`config.mk`:
```
export PLATFORM = sky130hd
export DESIGN_NAME = lut_port_arbiter_flat
export DESIGN_NICKNAME = d
export VERILOG_FILES = /design/src/rtl/lut_arb_pkg.sv /design/src/rtl/lut_port_arbiter_if.sv /design/src/rtl/lut_arb_inflight.sv /design/src/rtl/lut_port_arbiter.sv /design/src/flat_wrapper.sv
export SDC_FILE = /design/constraint.sdc
export NUM_CORES = 1
export LEC_CHECK = 0
export BUFFER_PORTS_ARGS = -buffer_cell sky130_fd_sc_hd__buf_2
export CORE_AREA = 2 2 165 167
export DETAILED_ROUTE_END_ITERATION = 12
export DIE_AREA = 0 0 167 169
export PLACE_DENSITY_LB_ADDON = 0.2
export SLEW_MARGIN = 20
export SYNTH_ARGS = -nofsm -noshare
export SYNTH_HDL_FRONTEND = slang
export SYNTH_SLANG_ARGS = --single-unit
```
`constraint.sdc`:
```
create_clock -name clk -period 1.9 [get_ports clk]
set_input_delay 0.19 -clock clk [delete_from_list [all_inputs] [get_ports clk]]
set_output_delay 0.19 -clock clk [all_outputs]
set_load 0.005 [all_outputs]
```
`src/rtl/lut_arb_pkg.sv`:
```
// Shared types for the lookup-table port arbiter: RAM word field
// offsets, grant encodings and layout helpers.
package lut_arb_pkg;

    localparam int DEF_KEY_WIDTH  = 32;
    localparam int DEF_DATA_WIDTH = 48;

    // RAM word = {valid, tag, data}, data in the low bits
    localparam int DATA_LSB  = 0;
    localparam int TAG_LSB   = DATA_LSB + DEF_DATA_WIDTH;
    localparam int VALID_POS = TAG_LSB + DEF_KEY_WIDTH;

    typedef enum logic [1:0] {
        GNT_IDLE = 2'd0,
        GNT_LK   = 2'd1,
        GNT_HOST = 2'd2
    } gnt_e;

    // Same layout for non-default widths
    function automatic int tag_lsb(input int dw);
        return DATA_LSB + dw;
    endfunction

    function automatic int valid_pos(input int kw, input int dw);
        return DATA_LSB + dw + kw;
    endfunction

endpackage

```
`src/rtl/lut_port_arbiter_if.sv`:
```
// Bus bundle for lut_port_arbiter: lookup, host and RAM signal groups.
// slave = arbiter side, master = lookup/host/RAM side.
interface lut_port_arbiter_if
    import lut_arb_pkg::*;
#(
    parameter int KEY_WIDTH  = DEF_KEY_WIDTH,
    parameter int DATA_WIDTH = DEF_DATA_WIDTH,
    parameter int ADDR_WIDTH = 5
);
    localparam int W = 1 + KEY_WIDTH + DATA_WIDTH;

    logic                  i_lk_valid;
    logic [KEY_WIDTH-1:0]  i_lk_key;
    logic                  o_lk_ready;
    logic                  o_lk_resp_valid;
    logic                  o_lk_found;
    logic [DATA_WIDTH-1:0] o_lk_data;

    logic                  i_host_req;
    logic                  i_host_wr;
    logic [ADDR_WIDTH-1:0] i_host_addr;
    logic [W-1:0]          i_host_wdata;
    logic                  o_host_ack;
    logic [W-1:0]          o_host_rdata;

    logic                  o_mem_en;
    logic                  o_mem_we;
    logic [ADDR_WIDTH-1:0] o_mem_addr;
    logic [W-1:0]          o_mem_wdata;
    logic [W-1:0]          i_mem_rdata;

    modport slave (
        input  i_lk_valid, i_lk_key,
        output o_lk_ready, o_lk_resp_valid, o_lk_found, o_lk_data,
        input  i_host_req, i_host_wr, i_host_addr, i_host_wdata,
        output o_host_ack, o_host_rdata,
        output o_mem_en, o_mem_we, o_mem_addr, o_mem_wdata,
        input  i_mem_rdata
    );

    modport master (
        output i_lk_valid, i_lk_key,
        input  o_lk_ready, o_lk_resp_valid, o_lk_found, o_lk_data,
        output i_host_req, i_host_wr, i_host_addr, i_host_wdata,
        input  o_host_ack, o_host_rdata,
        input  o_mem_en, o_mem_we, o_mem_addr, o_mem_wdata,
        output i_mem_rdata
    );

endinterface

```
`src/rtl/lut_arb_inflight.sv`:
```
// Two-stage in-flight tracker for RAM accesses. Inputs: clk, reset,
// push_{kind,wr,key}. Outputs: s1 {kind,wr,key} aligned to RAM read data, s2 kind.
module lut_arb_inflight
    import lut_arb_pkg::*;
#(
    parameter int KEY_WIDTH = DEF_KEY_WIDTH
) (
    input  logic                 clk,
    input  logic                 reset,
    input  gnt_e                 push_kind,
    input  logic                 push_wr,
    input  logic [KEY_WIDTH-1:0] push_key,
    output gnt_e                 s1_kind,
    output logic                 s1_wr,
    output logic [KEY_WIDTH-1:0] s1_key,
    output gnt_e                 s2_kind
);

    gnt_e                 s1_kind_q, s1_kind_d;
    logic                 s1_wr_q, s1_wr_d;
    logic [KEY_WIDTH-1:0] s1_key_q, s1_key_d;
    gnt_e                 s2_kind_q, s2_kind_d;

    always_comb begin
        s1_kind_d = push_kind;
        s1_wr_d   = push_wr;
        s1_key_d  = push_key;
        s2_kind_d = s1_kind_q;
    end

    always_ff @(posedge clk) begin
        if (reset) begin
            s1_kind_q <= GNT_IDLE;
            s1_wr_q   <= 1'b0;
            s1_key_q  <= '0;
            s2_kind_q <= GNT_IDLE;
        end else begin
            s1_kind_q <= s1_kind_d;
            s1_wr_q   <= s1_wr_d;
            s1_key_q  <= s1_key_d;
            s2_kind_q <= s2_kind_d;
        end
    end

    assign s1_kind = s1_kind_q;
    assign s1_wr   = s1_wr_q;
    assign s1_key  = s1_key_q;
    assign s2_kind = s2_kind_q;

endmodule

```
`src/rtl/lut_port_arbiter.sv`:
```
// Shares a single-port read-latency-1 lookup RAM between the lookup datapath
// and host register access; does the tag compare and returns found/data.
// Ports: clk, reset (sync, active-high), bus (lut_port_arbiter_if.slave).
// Optional macro HOST_STARVE_GUARD_EN: forces a host grant after MAX_WAIT
// waiting cycles; without it lookups have strict priority.
module lut_port_arbiter
    import lut_arb_pkg::*;
#(
    parameter int KEY_WIDTH  = DEF_KEY_WIDTH,
    parameter int DATA_WIDTH = DEF_DATA_WIDTH,
    parameter int ADDR_WIDTH = 5,
    parameter int MAX_WAIT   = 4
) (
    input  logic              clk,
    input  logic              reset,
    lut_port_arbiter_if.slave bus
);

    localparam int W     = 1 + KEY_WIDTH + DATA_WIDTH;
    localparam int T_LSB = tag_lsb(DATA_WIDTH);
    localparam int V_POS = valid_pos(KEY_WIDTH, DATA_WIDTH);

    gnt_e                  gnt;
    logic                  force_host;
    logic                  pend_q, pend_d;

    gnt_e                  s1_kind, s2_kind;
    logic                  s1_wr;
    logic [KEY_WIDTH-1:0]  s1_key;

    logic                  hit;
    logic                  lk_found_q, lk_found_d;
    logic [DATA_WIDTH-1:0] lk_data_q, lk_data_d;
    logic [W-1:0]          host_rdata_q, host_rdata_d;

`ifdef HOST_STARVE_GUARD_EN
    localparam int WCW = $clog2(MAX_WAIT + 1);

    logic [WCW-1:0] wait_q, wait_d;

    assign force_host = (wait_q == WCW'(MAX_WAIT))
                      && bus.i_host_req && !pend_q;

    always_comb begin
        wait_d = wait_q;
        if (gnt == GNT_HOST)
            wait_d = '0;
        else if (bus.i_host_req && !pend_q
                 && wait_q != WCW'(MAX_WAIT))
            wait_d = wait_q + WCW'(1);
    end

    always_ff @(posedge clk) begin
        if (reset) wait_q <= '0;
        else       wait_q <= wait_d;
    end
`else
    logic unused_max_wait;
    assign unused_max_wait = (MAX_WAIT > 0);
    assign force_host = 1'b0;
`endif

    // Nothing is granted while in reset so the RAM stays quiet
    always_comb begin
        gnt = GNT_IDLE;
        if (reset)
            gnt = GNT_IDLE;
        else if (force_host)
            gnt = GNT_HOST;
        else if (bus.i_lk_valid)
            gnt = GNT_LK;
        else if (bus.i_host_req && !pend_q)
            gnt = GNT_HOST;
    end

    always_comb begin
        bus.o_mem_en    = 1'b0;
        bus.o_mem_we    = 1'b0;
        bus.o_mem_addr  = '0;
        bus.o_mem_wdata = '0;
        unique case (gnt)
            GNT_LK: begin
                bus.o_mem_en   = 1'b1;
                bus.o_mem_addr = bus.i_lk_key[ADDR_WIDTH-1:0];
            end
            GNT_HOST: begin
                bus.o_mem_en    = 1'b1;
                bus.o_mem_we    = bus.i_host_wr;
                bus.o_mem_addr  = bus.i_host_addr;
                bus.o_mem_wdata = bus.i_host_wr ? bus.i_host_wdata : '0;
            end
            default: ;
        endcase
    end

    assign bus.o_lk_ready = (gnt != GNT_HOST);

    lut_arb_inflight #(
        .KEY_WIDTH (KEY_WIDTH)
    ) u_inflight (
        .clk       (clk),
        .reset     (reset),
        .push_kind (gnt),
        .push_wr   ((gnt == GNT_HOST) && bus.i_host_wr),
        .push_key  (bus.i_lk_key),
        .s1_kind   (s1_kind),
        .s1_wr     (s1_wr),
        .s1_key    (s1_key),
        .s2_kind   (s2_kind)
    );

    // Pending covers grant through ack so a held request is not re-run
    always_comb begin
        pend_d = pend_q;
        if (gnt == GNT_HOST)
            pend_d = 1'b1;
        else if (s2_kind == GNT_HOST)
            pend_d = 1'b0;
    end

    // RAM read data lines up with s1; results are zero outside a response
    always_comb begin
        hit = bus.i_mem_rdata[V_POS]
            && (bus.i_mem_rdata[T_LSB +: KEY_WIDTH] == s1_key);
        lk_found_d   = (s1_kind == GNT_LK) && hit;
        lk_data_d    = lk_found_d ?
                       bus.i_mem_rdata[DATA_LSB +: DATA_WIDTH] : '0;
        host_rdata_d = (s1_kind == GNT_HOST && !s1_wr) ?
                       bus.i_mem_rdata : '0;
    end

    always_ff @(posedge clk) begin
        if (reset) begin
            pend_q       <= 1'b0;
            lk_found_q   <= 1'b0;
            lk_data_q    <= '0;
            host_rdata_q <= '0;
        end else begin
            pend_q       <= pend_d;
            lk_found_q   <= lk_found_d;
            lk_data_q    <= lk_data_d;
            host_rdata_q <= host_rdata_d;
        end
    end

    assign bus.o_lk_resp_valid = (s2_kind == GNT_LK);
    assign bus.o_lk_found      = lk_found_q;
    assign bus.o_lk_data       = lk_data_q;
    assign bus.o_host_ack      = (s2_kind == GNT_HOST);
    assign bus.o_host_rdata    = host_rdata_q;

endmodule
```
`src/flat_wrapper.sv`:
```
// flat-port wrapper written by rule: the top's interface ports become plain ports
module lut_port_arbiter_flat import lut_arb_pkg::*;
#(
    parameter int KEY_WIDTH  = DEF_KEY_WIDTH,
    parameter int DATA_WIDTH = DEF_DATA_WIDTH,
    parameter int ADDR_WIDTH = 5,
    parameter int MAX_WAIT   = 4
)
  (clk, reset, bus_i_lk_valid, bus_i_lk_key, bus_o_lk_ready, bus_o_lk_resp_valid, bus_o_lk_found, bus_o_lk_data, bus_i_host_req, bus_i_host_wr, bus_i_host_addr, bus_i_host_wdata, bus_o_host_ack, bus_o_host_rdata, bus_o_mem_en, bus_o_mem_we, bus_o_mem_addr, bus_o_mem_wdata, bus_i_mem_rdata);
  lut_port_arbiter_if #(.KEY_WIDTH(KEY_WIDTH), .DATA_WIDTH(DATA_WIDTH), .ADDR_WIDTH(ADDR_WIDTH)) bus_i ();
  input  logic clk;
  input  logic reset;
  input wire logic [$bits(bus_i.i_lk_valid)-1:0] bus_i_lk_valid;
  input wire logic [$bits(bus_i.i_lk_key)-1:0] bus_i_lk_key;
  output wire logic [$bits(bus_i.o_lk_ready)-1:0] bus_o_lk_ready;
  output wire logic [$bits(bus_i.o_lk_resp_valid)-1:0] bus_o_lk_resp_valid;
  output wire logic [$bits(bus_i.o_lk_found)-1:0] bus_o_lk_found;
  output wire logic [$bits(bus_i.o_lk_data)-1:0] bus_o_lk_data;
  input wire logic [$bits(bus_i.i_host_req)-1:0] bus_i_host_req;
  input wire logic [$bits(bus_i.i_host_wr)-1:0] bus_i_host_wr;
  input wire logic [$bits(bus_i.i_host_addr)-1:0] bus_i_host_addr;
  input wire logic [$bits(bus_i.i_host_wdata)-1:0] bus_i_host_wdata;
  output wire logic [$bits(bus_i.o_host_ack)-1:0] bus_o_host_ack;
  output wire logic [$bits(bus_i.o_host_rdata)-1:0] bus_o_host_rdata;
  output wire logic [$bits(bus_i.o_mem_en)-1:0] bus_o_mem_en;
  output wire logic [$bits(bus_i.o_mem_we)-1:0] bus_o_mem_we;
  output wire logic [$bits(bus_i.o_mem_addr)-1:0] bus_o_mem_addr;
  output wire logic [$bits(bus_i.o_mem_wdata)-1:0] bus_o_mem_wdata;
  input wire logic [$bits(bus_i.i_mem_rdata)-1:0] bus_i_mem_rdata;
  assign bus_i.i_lk_valid = bus_i_lk_valid;
  assign bus_i.i_lk_key = bus_i_lk_key;
  assign bus_o_lk_ready = bus_i.o_lk_ready;
  assign bus_o_lk_resp_valid = bus_i.o_lk_resp_valid;
  assign bus_o_lk_found = bus_i.o_lk_found;
  assign bus_o_lk_data = bus_i.o_lk_data;
  assign bus_i.i_host_req = bus_i_host_req;
  assign bus_i.i_host_wr = bus_i_host_wr;
  assign bus_i.i_host_addr = bus_i_host_addr;
  assign bus_i.i_host_wdata = bus_i_host_wdata;
  assign bus_o_host_ack = bus_i.o_host_ack;
  assign bus_o_host_rdata = bus_i.o_host_rdata;
  assign bus_o_mem_en = bus_i.o_mem_en;
  assign bus_o_mem_we = bus_i.o_mem_we;
  assign bus_o_mem_addr = bus_i.o_mem_addr;
  assign bus_o_mem_wdata = bus_i.o_mem_wdata;
  assign bus_i.i_mem_rdata = bus_i_mem_rdata;
  lut_port_arbiter #(.KEY_WIDTH(KEY_WIDTH), .DATA_WIDTH(DATA_WIDTH), .ADDR_WIDTH(ADDR_WIDTH), .MAX_WAIT(MAX_WAIT)) u_core (.clk(clk), .reset(reset), .bus(bus_i));
endmodule
```
# Word-level counts from Yosys, hierarchy flattened
# Cells that the tools add are included.
# op_classes
eq_ne	8
n_mux	10
bitwise_logic	2
n_reduce_logical	11
# op_table
operator	count
$mux 81	2
$eq 32x32->1	1
$pmux 5 s2	1
$eq 2x1->1 const B	3
$eq 2x2->1 const B	3
$mux 2	3
$reduce_or 2->1	3
$logic_and 1x1->1	5
$mux 1	4
$logic_not 1->1	2
$ne 2x2->1 const B	1
$not 1->1	2
$reduce_bool 2->1	1
# totals
ff_bits	168
in_bits	204
elab_cells	39

# Longest topological paths before layout
# Gate-level depths: netlist of the first run.
# logic_depth
ltp_word	8
mapped_depth	8
mapped_depth_nobuf	4

# By module
# From an unflattened synthesis of the first run, not the netlist that was laid out.
# hier_totals
hier_cells	568
hier_area_um2	5795.6
# by_module_without_submodules
mod	n_inst	cells_each	area_each_um2	seq_area_each_um2
lut_port_arbiter	1	491	4772.1	2622.5
lut_arb_inflight	1	77	1023.5	740.7

# Worst setup path before layout of the first run
# No wires, ideal clock.
# synth_path
path_kind	flip-flop to flip-flop
from	register u_core.u_inflight.s1_key_q[1] (netlist: u_core.u_inflight.s1_key[1])
to	register u_core.lk_data_q[37] (netlist: u_core.bus.o_lk_data[37])
setup_ns	0.073
arrival_ns	1.565
slack_ns	0.262
path_stages_with_launch	8
n_path_buf	3
period_less_slack_ns	1.638
cell_sequence	dfxtp_1 -> xnor2_1 -> nand4_1 -> or4_1 -> clkbuf_1 -> buf_6 -> buf_6 -> nor3_2
# synth_between
elab_chain_len	5
# synth_lines
item	line_no	rtl
start, declared	lut_arb_inflight.sv:21	logic [KEY_WIDTH-1:0] s1_key_q, s1_key_d;
start signal, assigned	lut_arb_inflight.sv:40	s1_key_q <= s1_key_d;
$eq 32x32->1	lut_port_arbiter.sv:124	&& (bus.i_mem_rdata[T_LSB +: KEY_WIDTH] == s1_key);
$logic_and 1x1->1	lut_port_arbiter.sv:124	
$logic_and 1x1->1	lut_port_arbiter.sv:125	lk_found_d = (s1_kind == GNT_LK) && hit;
$not 1->1 (no line)	n/a	
$reduce_or 2->1 (no line)	n/a	
end signal, assigned	lut_port_arbiter.sv:141	lk_data_q <= lk_data_d;
end, declared	lut_port_arbiter.sv:33	logic [DATA_WIDTH-1:0] lk_data_q, lk_data_d;
# No other way between the ends.
# A chain may end at the register's enable or synchronous reset.

# Worst setup path after layout of the first run
# layout_path
from	register u_core.pend_q
to	output port bus_o_mem_wdata[40]
# layout_between
elab_chain_len	7
# layout_lines
item	line_no	rtl
start, declared	lut_port_arbiter.sv:25	logic pend_q, pend_d;
start signal, assigned	lut_port_arbiter.sv:139	pend_q <= pend_d;
$logic_not 1->1	lut_port_arbiter.sv:72	else if (bus.i_host_req && !pend_q)
$logic_and 1x1->1	lut_port_arbiter.sv:72	
$mux 2	lut_port_arbiter.sv:72	
$mux 2	lut_port_arbiter.sv:70	else if (bus.i_lk_valid)
$mux 2	lut_port_arbiter.sv:66	if (reset)
$eq 2x2->1	lut_port_arbiter.sv:81	unique case (gnt)
$mux 81	lut_port_arbiter.sv:81	
end, declared	flat_wrapper.sv:28	output wire logic [$bits(bus_i.o_mem_wdata)-1:0] bus_o_mem_wdata;
# No other way between the ends.

==> run metrics, run 1 <==
status finished, violations left; failing checks setup timing; Clock transition at path regs about 0.080 ns; DRC violations left 0; CP required ~1.7 ns; top post-synthesis cells by count 168 x dfxtp_1, 83 x and2_1, 81 x and3_1; multiplexer share of the synthesized area 0%; Yosys reg bits 168; worst-skew pair later-pin latency approximately 0.42 ns; Netlist cell types 25; core footprint ~27000 sq um; post-synthesis average cell area ~10 sq um; Setup Skew around 0.021 ns; CTS tree yes; die height roughly 170 um; leak pwr roughly 5.6 nW; WL/cell 18.09 um; Post-synth EDFFs 0; worst-margin pin slew 0.5163 ns; ANT nets after route 0; VDD IR-drop max between 0.0004 and 0.0005 V; Worst setup EP type output port; # Max-Cap Violations 0; initial antenna violation count 4; critical path type reg -> out; minimum clock period roughly 1.9 ns; CTS root buffer clkbuf_16; CP arrival about 1.8 ns; Hold Fails Final Rpt 0; total gr overflow 0; CP startpoint kind register; final setup vio count a little under 60; CTS max path bufs 2; placer congestion estimate just over 0.8; top-area cell type share of the netlist area about three fifths; main combinational cell family by area after synthesis simple AND/OR/NAND/NOR gates; largest net degree at the start of global routing 76; sequential share of the synthesized area between 50% and 60%; CTS buffer count 17; CP Max Fanout 20; Starting Density a little over a fifth; Critical Path, Cell by Cell nor4b_4 -> buf_6 -> clkbuf_16 -> and3_1 -> buf_2; Max stage delay on crit path ~0.34 ns; # H-tree levels 4; Syn. warnings 0; period utilization 102.3%; Top Family by Delay on Critical Path buffers and inverters; initial drt markers 235; Synth Area in Compound Gates less than 1%; IO buf count about 420; Synth Cell Area approximately 5800 sq um; FF-to-FF Start u_core.u_inflight.s1_key[16]$_SDFF_PP0_; DR vias 5927; worst setup margin -0.04359 ns; Detailed Routing Iterations Pass 1 4; grt peak-use layer met2; met1 Use GR between 10% and 20%; most common cell in the netlist dfxtp_1; Mapped Nets 771; all-layer global routing usage 16.82%; full die area between 20000 and 30000 sq um; headroom to the max-slew limit 65.51%; Area growth syn-to-layout 86.05%; share of cells above drive strength 1 51.14%; ys async rst share 0%; vias per inst about 4.1; Final #Nets approximately 1.3k; number of global-route vias before repair 5949; Site Rows 60; final WL approximately 26000 um; slowest stage cell on the critical path dfxtp_2; CP startpoint u_core.pend_q$_SDFFE_PP0P_; first-pass GRT wire length roughly 36000 um; Simple-Gate Fraction of Synth Area roughly 32%; Top FF cell, synth dfxtp_1; FMAX around 510 MHz; met2 Resource Use GR 31.17%; Post-Synth Adder-Cell Area 0%; placed cells between 1k and 1.5k; Slew Viols, Final 0; Sink Count roughly 170; RSZ-0062 raised after global routing true; met3 Track Usage GR under 10%; worst hold path class in -> reg; pwr dens about 740 nW/um^2; Ports 425; final std cells w/o fill 1445; synth top area cells dfxtp_1 58%, and2_1 9.0%, and3_1 8.8%, nor2b_1 3.9%, nor3_1 3.4%; Post-Synth XOR/XNOR Area about 5%; pre-CTS setup slack -0.1554 ns; overall die width between 150 and 200 um; Worst Hold Launch bus_i_mem_rdata[54]; Synth Instances approximately 570; worst path bufs/invs 3; Synth area leader dfxtp_1; post-DP HPWL around 19000 um
==> through the flow <==
stage	power (mW)	area [sq um]	hold slack [ns]	setup TNS (ns)	util [%]
2_1_floorplan	3.915	5751	0.3083	0	-
3_3_place_gp	4.299	8283	0.3824	-5.563	31.26
3_5_place_dp	4.300	8283	0.3874	-5.961	31.26
4_1_cts	8.010	10020	0.0004440	-0.5810	37.80
5_1_grt	8.278	10690	0.006246	-7.390	40.34
6_report	7.939	10700	0.01882	-0.9129	40.37
==> cells by family (layout without fill, tap and decap cells) <==
logic type / Yosys count / after routing
other: 0 / 3
AO/OA/AOI/OAI: 6 / 6
AND/OR/NAND/NOR: 313 / 313
buffers and inverters: 48 / 582
XOR/XNOR: 32 / 32
flip-flops: 168 / 168
==> placed cells by master, fill, tap and decap left out, types with 4 or more instances in the layout <==
cell type and count:
inv_8 4, dfxtp_2 5, buf_6 18, nor3_2 34, xor2_1 19, dfxtp_1 163, inv_6 5, clkbuf_16 23
and3_4 13, and2_1 83, xnor2_1 5, and3_1 68, nand2_1 48, nor3_4 15, buf_12 6, nand4_1 4
a22o_1 5, buf_4 14, buf_2 402, nor2b_1 36, dlygate4sd3_1 99, xnor2_2 8
==> what timing repair did <==
action / CTS / global route
endpoints found under the hold margin: 128 / 0
cloned: 2 / 9
pin swaps: 6 / 43
setup endpoints to repair: 132 / 131
setup buffers: 2 / 1
hold buffers: 99 / 0
resized for setup: 31 / 96
==> power by group <==
part	internal [mW]	switching (mW)
registers	3.58	0.0266
clock network	1.87	1.61
logic	0.487	0.356
total	5.95	1.99
==> area by class of cell <==
cell class,instances,area (sq um)
Fill cell,2650,15800
Timing Repair Buffer,549,3679
Sequential cell,168,3369
Multi-Input combinational cell,351,2629
Clock buffer,18,429.2
Tap cell,341,426.7
Clock inverter,14,155.1
Antenna cell,3,7.507
Inverter,1,3.754
==> flip-flops by register name, indices dropped and copies added, names as in the netlist <==
| name | cells |
|---|---|
| u_core.bus.o_lk_data | 48 |
| u_core.u_inflight.s1_kind | 2 |
| u_core.u_inflight.s1_wr | 1 |
| u_core.bus.o_host_rdata | 81 |
| u_core.pend_q | 1 |
| u_core.u_inflight.s2_kind | 2 |
| u_core.u_inflight.s1_key | 32 |
| u_core.bus.o_lk_found | 1 |
==> routing by layer <==
layer	wire length [um]	vias to the layer above
met5	13	-
met4	697	2
met3	1834	32
met2	13690	267
met1	9900	2734
li1	-	2892
==> worst paths after layout <==
kind / endpoint / slack, ns / cells past startpoint
worst max-delay path: bus_o_mem_wdata[40] / -0.04 / 5
worst min-delay path: u_core.bus.o_host_rdata[54]$_SDFF_PP0_ / 0.02 / 2
worst max register to register: u_core.bus.o_lk_data[30]$_SDFF_PP0_ / 0.02 / 5
worst min register to register: u_core.u_inflight.s2_kind[1]$_SDFF_PP0_ / 0.49 / 1
==> worst reg2reg max path, stage by stage, from the launching register on <==
cell and delay [ns]:
dfxtp_2 0.33, xnor2_2 0.13, nand4_1 0.22, or4_4 0.70, clkbuf_16 0.25, nor3_2 0.18
No activity file was read; power rests on OpenSTA's default activity.
==> run 2: changes to the inputs <==
SYNTH_HIERARCHICAL = 1   (was default)
==> run 2 against run 1 <==
Net effect: fmax down 11%; critical path type unchanged; total power down 0.34%; non-clock buffer count up 5; critical endpoint is now bus_o_mem_wdata[39]; register-to-register slack better by 0.20 ns; cell area down 3.8%; the run still ends with setup timing left; global-route usage up 1.1 points; critical path depth up 1.
==> run metrics, run 2 <==
RSZ-0062 raised after global routing true; placer congestion estimate 0.9240 (+13%); post-synthesis average cell area 10.20 sq um (+0.61%); dpl cell area 8379 sq um (+1.2%); Site Rows 60 (unchanged); FMAX 458.3 MHz (-11%); Ports 425 (unchanged); Synth Cell Area 5796 sq um (+0.78%); largest net degree at the start of global routing 83 (+9.2%); Synth area leader dfxtp_1; first-pass GRT wire length 37720 um (+4.8%); CTS tree yes; total gr overflow 0 (unchanged); worst setup margin -0.2819 ns (-0.2383 ns); period utilization 114.8% (+13 points); Mapped Nets 772 (+0.13%); post-DP HPWL 19370 um (+3.1%); Hold Fails Final Rpt 0 (unchanged); final setup vio count 87 (+47%); Syn. warnings 6 (+6); headroom to the max-slew limit 64.65% (-0.85 points); Design Power 7.912 mW (-0.34%); Clock transition at path regs 0.08 ns (about the same); most frequent cells in the layout 412 x buf_2, 167 x dfxtp_1, 99 x dlygate4sd3_1; CP arrival 1.99 ns (+0.24 ns); VDD IR-drop max 0.0006614 V (+43%); Netlist cell types 26 (+4.0%); top-area cell type share of the netlist area 58.03% (-0.45 points); Area growth syn-to-layout 77.57%; full die area 28220 sq um (unchanged); failing checks setup timing; pwr dens 768.8 nW/um^2 (+3.6%); worst-skew pair later-pin latency 0.42 ns (about the same); minimum clock period 2.182 ns (+0.2383 ns); Synth Instances 568 (+0.18%); final WL 26550 um (+1.6%); Final Util 38.83% (-1.5 points); final std cells w/o fill 1453 (+0.55%); status finished, violations left; worst hold path class in -> reg; DR vias 5955 (+0.47%); synth top area cells dfxtp_1 58%, and2_1 8.9%, and3_1 8.7%, xor2_1 4.8%, nor2b_1 3.6%; ys async rst share 0% (unchanged); Sink Count 168 (unchanged); max FFs per register 81 (unchanged); slowest stage cell on the critical path or4b_4; ANT nets after route 0 (unchanged); worst-margin pin slew 0.5291 ns (+0.01279 ns); initial antenna violation count 8 (+4); Top FF cell, synth dfxtp_1; CTS buffer count 17 (unchanged); pre-CTS setup slack 0.04031 ns (+0.1957 ns); most common library cell in the layout ignoring fill and taps buf_2; flip-flop and latch area 3364 sq um (-0.15%); CP required 1.71 ns (about the same); fin area 10290 sq um (-3.8%); initial drt markers 277 (+18%); CP Max Fanout 11 (-45%); DRC violations left 0 (unchanged); WL/cell 18.27 um (+1.0%); sequential share of the synthesized area 58.03% (-0.45 points); placed cells 1308 (+0.69%); Final #Nets 1300 (+0.62%); Setup Skew 0.01223 ns (-0.008970 ns); Post-synth EDFFs 0 (unchanged); Detailed Routing Iterations Pass 1 4 (unchanged); CTS max path bufs 2 (unchanged); Fin Hold WS 0.02049 ns (+0.001672 ns); share of cells above drive strength 1 46.35% (-4.8 points); Slew Viols, Final 0 (unchanged); leak pwr 5.417 nW (-3.2%); Critical Path, Cell by Cell or4b_4 -> inv_8 -> buf_4 -> clkbuf_16 -> and3_1 -> buf_2; core footprint 26500 sq um (unchanged); critical path type reg -> out; Starting Density 21.87% (+0.17 points); Top Family by Delay on Critical Path simple AND/OR/NAND/NOR gates; Worst setup EP type output port; die height 169 um (unchanged); all-layer global routing usage 17.89% (+1.1 points); CP startpoint kind register; setup_tns -20.22 ns (-19.30 ns); vias per inst 4.098 (about the same); overall die width 167 um (unchanged); IO buf count 424 (unchanged); worst path bufs/invs 4 (+1); Max stage delay on crit path 0.55 ns (+0.21 ns); most common cell in the netlist dfxtp_1; top post-synthesis cells by count 168 x dfxtp_1, 82 x and2_1, 81 x and3_1; CTS root buffer clkbuf_16; # H-tree levels 4 (unchanged); Layout fillers 2758 (+4.1%); Yosys reg bits 168 (unchanged); # Max-Cap Violations 0 (unchanged); Multi-input gate area 2256 sq um (-14%); number of global-route vias before repair 6170 (+3.7%)
-- run 2: cell types whose count changed after synthesis, moves of 2 or more --
cell and delta:
xor2_1 +13, nand4_1 -2, buf_1 -3, clkbuf_1 -3
and2b_2 +7, nor2b_1 -3, nor4_1 +3, xnor2_1 -13
buf_4 +3
-- run 2: layout make-up --
cell class	count	share of cell area [%]
clock buffers	18	4.267
repair buffers	554	35.31
multi-input cells	354	21.92
diodes	3	0.07295
inverters	1	0.1094
well taps	341	4.146
clock inverters	14	1.483
flip-flops and latches	168	32.69
-- run 2: worst register-to-register path: stages, from the launching register on --
cell	delay (ns)
dfxtp_1	0.31
xor2_1	0.16
nor4_2	0.33
buf_4	0.17
nand4_1	0.08
buf_4	0.19
buf_4	0.17
nor3_1	0.18
-- run 2: timing repair --
item | 4_1_cts | 5_1_grt
hold buffers | 99 | 0
buffers inserted | 3 | 2
pin swaps | 1 | 3
gates resized for setup | 19 | 14
endpoints found under the hold margin | 141 | 0
endpoints found under the setup margin | 87 | 137
gates cloned | 5 | 2
-- run 2: per-layer routing --
metal	GRT usage (%)	part of all wire [%]	vias to the layer above
met2	33.74	53	284
met1	17.79	36	2698
met5	0	0.33	-
met3	6.500	8.0	47
li1	-	-	2912
met4	7.084	2.8	14
-- run 2: path summary, 6_finish.rpt --
kind	start	end	slack, ns	depth (start not counted)
worst max register to register	u_core/u_inflight/s1_key[29]$_SDFF_PP0_	u_core/bus.o_lk_data[22]$_SDFF_PP0_	0.22	7
worst max-delay path	u_core/pend_q$_SDFFE_PP0P_	bus_o_mem_wdata[39]	-0.28	6
worst min-delay path	bus_i_mem_rdata[51]	u_core/bus.o_host_rdata[51]$_SDFF_PP0_	0.02	2
worst min register to register	u_core/pend_q$_SDFFE_PP0P_	u_core/pend_q$_SDFFE_PP0P_	0.48	2
-- run 2: kinds of logic (layout without fill, tap and decap cells) --
| family | after synthesis | in the layout | share of synthesized area (%) |
|---|---|---|---|
| other | 0 | 3 | 0 |
| xor gates and xnor gates | 32 | 32 | 4.836 |
| buffers and inverters | 46 | 587 | 3.799 |
| DFF | 168 | 168 | 58.03 |
| and+or+nand+nor | 316 | 316 | 32.49 |
| AOI/OAI and AO/OA | 6 | 6 | 0.8419 |
-- run 2: where the power goes --
part / internal [mW] / switching, mW / total, mW
registers: 3.57 / 0.0219 / 3.60
logic: 0.475 / 0.366 / 0.841
clock network: 1.80 / 1.67 / 3.47
